File: config.mk
export PLATFORM = sky130hd
export DESIGN_NAME = seq_cska_adder
export DESIGN_NICKNAME = d
export VERILOG_FILES = /design/src/rtl/seq_cska_adder.sv
export SDC_FILE = /design/constraint.sdc
export NUM_CORES = 1
export LEC_CHECK = 0
export ABC_AREA = 1
export CAP_MARGIN = 20
export CORE_UTILIZATION = 47
export DETAILED_ROUTE_END_ITERATION = 6
export PLACE_DENSITY = 0.8
export SYNTH_ARGS = -nofsm -noshare
export SYNTH_HDL_FRONTEND = slang
export SYNTH_SLANG_ARGS = --single-unit
File: constraint.sdc
create_clock -name CLK -period 3.8 [get_ports CLK]
set_input_delay 0.38 -clock CLK [delete_from_list [all_inputs] [get_ports CLK]]
set_output_delay 0.38 -clock CLK [all_outputs]
set_load 0.01 [all_outputs]
File: src/rtl/seq_cska_adder.sv
// Sequential carry-skip adder/subtractor: processes one BLK-bit block per cycle,
// reporting carry-out, signed overflow and how many blocks took the skip path.
//
// state | meaning
// IDLE  | ready for a new operand set
// BUSY  | rippling one block per cycle
// DONE  | result held until consumer takes it
module seq_cska_adder #(
  parameter int WIDTH = 19,
  parameter int BLK   = 4,
  localparam int NBLK = (WIDTH + BLK - 1) / BLK,
  localparam int CW   = $clog2(NBLK + 1)
) (
  input  logic             CLK,
  input  logic             RSTn,
  input  logic             IN_VALID,
  output logic             IN_READY,
  input  logic [WIDTH-1:0] X,
  input  logic [WIDTH-1:0] Y,
  input  logic             CIN,
  input  logic             SUB,
  output logic             OUT_VALID,
  input  logic             OUT_READY,
  output logic [WIDTH:0]   S,
  output logic             OVF,
  output logic [CW-1:0]    SKIP_CNT
);

  localparam int IW = (NBLK > 1) ? $clog2(NBLK) : 1;
  localparam logic [IW-1:0] LAST_IDX = IW'(NBLK - 1);

  typedef enum logic [1:0] {IDLE, BUSY, DONE} state_t;

  state_t           state;
  logic [WIDTH-1:0] x_r;
  logic [WIDTH-1:0] y_r;
  logic             carry_r;
  logic [IW-1:0]    blk_idx;
  logic [WIDTH:0]   s_r;
  logic             ovf_r;
  logic [CW-1:0]    skip_r;

  int               base;
  logic [BLK-1:0]   x_blk;
  logic [BLK-1:0]   y_blk;
  logic [BLK-1:0]   sum_blk;
  logic [WIDTH:0]   s_mask;
  logic [WIDTH:0]   s_next;
  logic             c;
  logic             p;
  logic             g;
  logic             all_p;
  logic             c_msb;
  logic             blk_cout;
  logic             last_blk;

  // Bits past WIDTH-1 in a partial last block are excluded from both the sum and the skip test.
  always_comb begin
    base     = int'(blk_idx) * BLK;
    x_blk    = BLK'(x_r >> base);
    y_blk    = BLK'(y_r >> base);
    sum_blk  = '0;
    c        = carry_r;
    p        = 1'b0;
    g        = 1'b0;
    all_p    = 1'b1;
    c_msb    = 1'b0;
    last_blk = (blk_idx == LAST_IDX);
    for (int i = 0; i < BLK; i++) begin
      if (base + i < WIDTH) begin
        p          = x_blk[i] ^ y_blk[i];
        g          = x_blk[i] & y_blk[i];
        sum_blk[i] = p ^ c;
        if (base + i == WIDTH - 1) c_msb = c;
        c          = g | (p & c);
        all_p      = all_p & p;
      end
    end
    blk_cout = c | (all_p & carry_r);
    s_mask   = (WIDTH + 1)'({BLK{1'b1}}) << base;
    s_next   = (s_r & ~s_mask) | ((WIDTH + 1)'(sum_blk) << base);
    if (last_blk) s_next[WIDTH] = blk_cout;
  end

  always_ff @(posedge CLK or negedge RSTn) begin
    if (!RSTn) begin
      state   <= IDLE;
      x_r     <= '0;
      y_r     <= '0;
      carry_r <= 1'b0;
      blk_idx <= '0;
      s_r     <= '0;
      ovf_r   <= 1'b0;
      skip_r  <= '0;
    end else begin
      unique case (state)
        IDLE: begin
          if (IN_VALID) begin
            x_r     <= X;
            y_r     <= Y ^ {WIDTH{SUB}};
            carry_r <= CIN ^ SUB;
            blk_idx <= '0;
            s_r     <= '0;
            ovf_r   <= 1'b0;
            skip_r  <= '0;
            state   <= BUSY;
          end
        end
        BUSY: begin
          s_r     <= s_next;
          carry_r <= blk_cout;
          skip_r  <= skip_r + CW'(all_p);
          if (last_blk) begin
            ovf_r <= c_msb ^ blk_cout;
            state <= DONE;
          end else begin
            blk_idx <= blk_idx + 1'b1;
          end
        end
        DONE: begin
          if (OUT_READY) state <= IDLE;
        end
        default: state <= IDLE;
      endcase
    end
  end

  assign IN_READY  = (state == IDLE);
  assign OUT_VALID = (state == DONE);
  assign S         = s_r;
  assign OVF       = ovf_r;
  assign SKIP_CNT  = skip_r;

endmodule

==> flow_metrics.tcl, run 1 <==
set metrics [dict create \
    status "completed" \
    antenna_found_initial 0 \
    fin_area_um2 4750 \
    holdCritPathClass "in2async" \
    cts_buffers 9 \
    period_share 0.943 \
    crit_fanout 5 \
    drc_errors 0 \
    path_clk_slew_ns 0.08 \
    fin_crit_ns 3.58 \
    reg2reg_setup_slack_ns 0.22 \
    core.rowCount 31 \
    p_per_area_nw_per_um2 939 \
    fillers 603 \
    wirelength_um 8790 \
    vdd_drop_max_mv 0.319 \
    reg2reg_depth 24 \
    power_mw 4.46 \
    viasPerCell 5.16 \
    cts_hold_buf 0 \
    dieArea_um2 8090 \
    rr_endpoint "OVF$_DFFE_PN0P_" \
    ys_seq_elements 68 \
    place_ws_ns -0.0194 \
    hold_violations 0 \
    cts_tree "yes" \
    end_kind "flip-flop" \
    crit_path_start_kind "flip-flop" \
    synth_cell_types 31 \
    rsz0062_at_grt "no" \
    worst_pin_slew_ns 0.701 \
    die_w_um 89.9 \
    drtIter0Drc 172 \
    syn_inst 424 \
    ys_seq_area_frac 0.468 \
    final_nets 563 \
    instances_no_fill 607 \
    postSynthAreaPerCell_um2 8.57 \
    grt_overflow_total 0 \
    coreArea_um2 7370 \
    wl_per_cell_um 14.5 \
    ioPinCount 70 \
    drtAntennaViolNets 0 \
    antenna_cells 0 \
    drive_above_1_share 0.134 \
    clk_latency_ns 0.35 \
    yosysWarnings 0 \
    cts_sinks 68 \
    cp_data_required_time_ns 4.04 \
    drv_cap 0 \
    skew_ns 0.0114 \
    max_freq_mhz 279 \
    io_buffer_count 69 \
    synth_nets 484 \
    fp.dieH_um 89.9 \
    critPathKind "reg2reg" \
    max_slew_margin 0.531 \
    grt.total_usage 0.228 \
    slew_viol_final 0 \
    root_buffer "clkbuf_8" \
    start_util 0.493 \
    first_global_vias 3187 \
    dr.pass1.iters 4 \
    dpl.hpwl_um 6350 \
    timing.rr.start "blk_idx[1]$_DFFE_PN0P_" \
    place_area_um2 4430 \
    cts_max_level 3 \
    route.vias.total 3134 \
    syn2layout_area_growth_pct 30.7 \
    grt_max_degree 54 \
    clockBufferDepth 2 \
    fin_ws_ns 0.217 \
    gp_congestion 0.942 \
    grt_first_pass_wirelength_um 14700 \
    p_leak_nw 2.26 \
    critical_path_arrival_ns 3.82 \
    dp.cells 585 \
    final-setup-viol-count 0 \
    synth_area_um2 3630 \
]
[routing by layer]
| layer | up-vias | part of all wire | GRT usage |
|---|---|---|---|
| met4 | 0 | 0.022 | 0.103 |
| met1 | 1490 | 0.42 | 0.287 |
| li1 | 1526 | - | - |
| met5 | - | 0 | 0 |
| met3 | 12 | 0.058 | 0.0406 |
| met2 | 106 | 0.50 | 0.386 |
[worst max-delay path: stages (launching register included)]
cell	delay (ns)
dfrtp_1	0.39
inv_2	0.12
buf_6	0.14
a21oi_1	0.04
o21ai_0	0.07
nand3_1	0.14
o21ai_2	0.10
inv_1	0.08
fa_2	0.36
nand2_2	0.09
nand2_1	0.07
fa_2	0.35
o21ai_2	0.17
fa_1	0.18
nand2_1	0.07
nand2_2	0.07
inv_1	0.05
fa_1	0.35
or2_2	0.29
nand2_2	0.07
inv_2	0.05
nand2_4	0.07
nand2_2	0.05
nand3_2	0.05
nand2_1	0.05
[power by group]
| part | total (mW) | switching (mW) | internal [mW] |
|---|---|---|---|
| clock network | 0.697 | 0.274 | 0.424 |
| logic | 2.55 | 1.53 | 1.02 |
| registers | 1.22 | 0.185 | 1.04 |
| total | 4.46 | 1.99 | 2.48 |
[logic make-up (layout without fill, tap and decap cells)]
kind of cell               after synthesis  in the layout  synth area share
and+or+nand+nor                        174            174             0.211
AOI/OAI and AO/OA                       89             89             0.137
DFF                                     68             68             0.468
buffers and inverters                   57            141            0.0719
xor gates and xnor gates                20             20            0.0482
adders and majority gates               16             16            0.0633
[cell type report]
cell class,instances,area [um2],share of cell area
tap,99,124,0.0261
clock inverter,3,67.6,0.0142
timing repair buffer,88,866,0.182
clock buffer,13,169,0.0356
multi-input combinational,299,1680,0.354
inverter,37,139,0.0292
sequential,68,1700,0.358
[stage by stage]
step	util	setup TNS, ns	hold WS, ns
after detailed placement	0.601	-0.0194	0.456
after global placement	0.601	0	0.437
after floorplan	-	0	0.0844
after global routing	0.645	0	0.130
after CTS	0.635	0	0.0800
final	0.645	0	0.0604
[worst max-delay path by stage]
stage | start | end | slack [ns]
6_report | blk_idx[1]$_DFFE_PN0P_ | OVF$_DFFE_PN0P_ | 0.22
3_3_place_gp | blk_idx[1]$_DFFE_PN0P_ | OVF$_DFFE_PN0P_ | 0.16
4_1_cts | blk_idx[1]$_DFFE_PN0P_ | OVF$_DFFE_PN0P_ | 0.02
3_5_place_dp | blk_idx[0]$_DFFE_PN0P_ | OVF$_DFFE_PN0P_ | -0.02
2_1_floorplan | blk_idx[0]$_DFFE_PN0P_ | OVF$_DFFE_PN0P_ | 0.06
5_1_grt | blk_idx[1]$_DFFE_PN0P_ | OVF$_DFFE_PN0P_ | 0.01
[sequential cells by signal (all words and copies together), names as in the netlist]
register,count
state,2
blk_idx,3
carry_r,1
y_r,19
x_r,19
OVF,1
SKIP_CNT,3
S,20
[synth_stat cells]
master | instances | area [um2]
nand2_2 | 5 | 31.3
a22o_1 | 2 | 17.5
nand3_1 | 19 | 95.1
xnor2_1 | 19 | 166
a21o_1 | 1 | 7.51
a21oi_1 | 10 | 50.1
xor2_1 | 1 | 8.76
buf_2 | 11 | 55.1
o21ai_0 | 62 | 310
and2_1 | 1 | 6.26
a32o_1 | 1 | 10.0
o21ai_1 | 1 | 5.00
inv_1 | 31 | 116
ha_1 | 12 | 150
nor2_2 | 2 | 12.5
o21ai_2 | 6 | 52.6
nand2_1 | 112 | 420
buf_4 | 3 | 22.5
a221oi_1 | 1 | 8.76
nand3_2 | 3 | 30.0
clkbuf_1 | 3 | 11.3
nand2_4 | 3 | 33.8
inv_2 | 6 | 22.5
fa_1 | 4 | 80.1
dfrtp_1 | 68 | 1700
nand4_1 | 4 | 25.0
nor2_8 | 1 | 20.0
buf_6 | 3 | 33.8
o31ai_1 | 5 | 37.5
or2_2 | 1 | 6.26
nor2_1 | 23 | 86.3
[layout by cell type (no fill, tap or decap), types with 2 or more instances in the layout]
| cell type | netlist | routed |
|---|---|---|
| o21ai_0 | 62 | 61 |
| a22o_1 | 2 | 2 |
| buf_4 | 3 | 15 |
| nor2_1 | 23 | 23 |
| nand3_1 | 19 | 19 |
| bufinv_16 | 0 | 2 |
| fa_2 | 0 | 2 |
| xnor2_1 | 19 | 19 |
| o21ai_2 | 6 | 7 |
| nand2_1 | 112 | 111 |
| fa_1 | 4 | 2 |
| ha_1 | 12 | 12 |
| nor2_2 | 2 | 2 |
| inv_1 | 31 | 30 |
| nand2_4 | 3 | 3 |
| nand2_2 | 5 | 6 |
| buf_6 | 3 | 2 |
| clkdlybuf4s50_1 | 0 | 68 |
| clkbuf_8 | 0 | 12 |
| inv_2 | 6 | 7 |
| nand4_1 | 4 | 4 |
| o31ai_1 | 5 | 5 |
| dfrtp_1 | 68 | 67 |
| nand3_2 | 3 | 3 |
| a21oi_1 | 10 | 10 |
[timing repair]
action | 4_1_cts | 5_1_grt
setup endpoints to repair | 1 | 6
gates resized for setup | 1 | 7
pin swaps | 1 | 4
cloned | 0 | 1
hold endpoints to repair | 0 | 0
buffers inserted | 1 | 4
Note: power is estimated with default switching activity, not from simulation.
==> run 2: changes to the inputs <==
ABC_CLOCK_PERIOD_IN_PS = 3800   (was not set)
CTS_CLUSTER_DIAMETER = 100   (was not set)
==> results of run 2 <==
Same layout as run 1: the final DEF is identical, and so are final timing and power.
==> RTL edit: new RTL, flow settings as in run 2 <==
Register the output `OVF` once more, cleared by the reset; this adds one clock of latency there. The other outputs are not delayed to match.
--- a/src/rtl/seq_cska_adder.sv
+++ b/src/rtl/seq_cska_adder.sv
@@ -128,7 +128,13 @@
   assign IN_READY  = (state == IDLE);
   assign OUT_VALID = (state == DONE);
   assign S         = s_r;
-  assign OVF       = ovf_r;
+  always_ff @(posedge CLK or negedge RSTn) begin
+    if (!RSTn) begin
+      OVF <= '0;
+    end else begin
+      OVF <= ovf_r;
+    end
+  end
   assign SKIP_CNT  = skip_r;
 
 endmodule
Behaviour: not the same (a bounded check fails within 10 cycles, from zero or initial values and one cycle with RSTn low).
==> RTL edit against run 2 <==
Area after synthesis up 0.69%; setup slack better by 0.033 ns; power down 3.7%; wire length down 6.0%; cell area down 0.82%; hold slack worse by 0.034 ns; critical path depth down 2; clock skew down 0.0049 ns; combinational power down 4%; count of clock-buffer cells in the layout unchanged; first-iteration DRC count down 21%; fmax up 0.94%; sequential cell count up 1; non-clock buffer count down 5; critical path type unchanged.
==> RTL edit: results (changes against run 2) <==
Worst setup path
  – R2R cell count: 22 (-8.3%)
  – Arr. time, crit path: 3.78 ns (-0.04 ns)
  – Peak fanout along the critical path: 29 (+24)

STA
  – WHS: 0.0264 ns (-0.0340 ns)
  – Max_slew headroom: 0.531 (about the same)
  – Clock Skew: 0.00646 ns (-0.00490 ns)

Placed design
  – Worst slack at placement: -0.0637 ns (-0.0443 ns)
  – Dpl cells: 584 (-0.17%)
  – GP Congestion: 0.939 (-0.27%)
  – DP HPWL: 6300 um (-0.83%)
  – Placed cell area: 4440 sq um (+0.23%)

Cells and area
  – Fin nets: 559 (-0.71%)
  – Share of cells above drive strength 1: 0.125 (-0.00886)
  – Fin cells: 603 (-0.66%)

Logic synthesis
  – Cells after Synth: 425 (+0.24%)
  – Post-Synth Adder-Cell Area: 0.0629 (-0.000433)
  – Compound-gate portion of the synthesized area: 0.136 (-0.000939)
  – XOR/XNOR Fraction of Synth Area: 0.0479 (-0.000330)
  – Post-synth net total: 485 (+0.21%)
  – Part of the Yosys area used for sequential elements: 0.472 (+0.00364)
  – Top post-synthesis cells by area: dfrtp_1 47%, nand2_1 11%, o21ai_0 8.5%

Power and ir drop
  – VDD IR max: 0.324 mV (+1.5%)
  – LEAKAGE: 2.24 nW (-0.91%)
  – Switch share: 0.450 (+0.00450)

Global routing
  – Pin count of the biggest net entering global routing: 57 (+5.6%)
  – Routing usage on met1: 0.277 (-0.00999)
  – Vias in the first global route: 3015 (-5.4%)
  – GR Util met2: 0.377 (-0.00867)
  – GRT Total Usage: 0.220 (-0.00794)

Clocking
  – Post-CTS Setup Repair Bufs: 0 (-1)
  – CTS resizes: 2 (+1)

Run status
  – Outcome: finished, final reports clean

Routing
  – Final wirelength: 8260 um (-6.0%)
  – DR vias/cell: 5.04 (-2.3%)
  – Initial DRC Count: 136 (-21%)
RTL edit: cell count changes after synthesis:
cell     delta
dfrtp_1     +1
RTL edit: path summary, 6_finish.rpt:
path	end	slack, ns	startpoint
worst max register to register	ovf_r	0.25	blk_idx[0]
min in group CLK	OVF	0.38	ovf_r
worst min register to register	OVF	0.38	ovf_r
max in group asynchronous	x_r[14]	3.15	RSTn
worst min-delay path	y_r[2]	0.03	RSTn
worst max-delay path	ovf_r	0.25	blk_idx[0]
RTL edit: critical path: stages, from the launching register on:
cell	delay, ns
dfrtp_1	0.42
buf_12	0.18
o21ai_0	0.18
nand3_1	0.12
o21ai_2	0.09
inv_1	0.08
fa_2	0.35
nand2_2	0.08
nand2_1	0.06
fa_2	0.35
o21ai_2	0.15
fa_1	0.19
nand2_1	0.06
nand2_2	0.10
inv_1	0.06
fa_1	0.34
or2_2	0.28
nand2_2	0.07
inv_2	0.05
nand2_4	0.07
nand2_2	0.05
nand3_2	0.05
nand2_1	0.05
RTL edit: power groups by stage:
stage               combinational (W)  clock (W)  sequential, W
finish                        0.00244   0.000618        0.00124
floorplan                     0.00167          0        0.00123
global route                  0.00276   0.000652        0.00127
global placement              0.00228          0        0.00123
detailed placement            0.00238          0        0.00124
CTS                           0.00239   0.000629        0.00123
RTL edit: metal layers:
layer,routed length [um],share of wire
met3,412,0.050
met4,161,0.020
met1,3560,0.43
met5,0,0
met2,4120,0.50
RTL edit: final cells by class:
type / instances / area [sq um] / share of cell area
well taps: 99 / 124 / 0.0263
multi-input cells: 299 / 1690 / 0.358
inverters: 37 / 141 / 0.0300
repair buffers: 83 / 823 / 0.175
clock inverters: 3 / 42.5 / 0.00903
clock buffers: 13 / 169 / 0.0358
flip-flops and latches: 69 / 1730 / 0.366
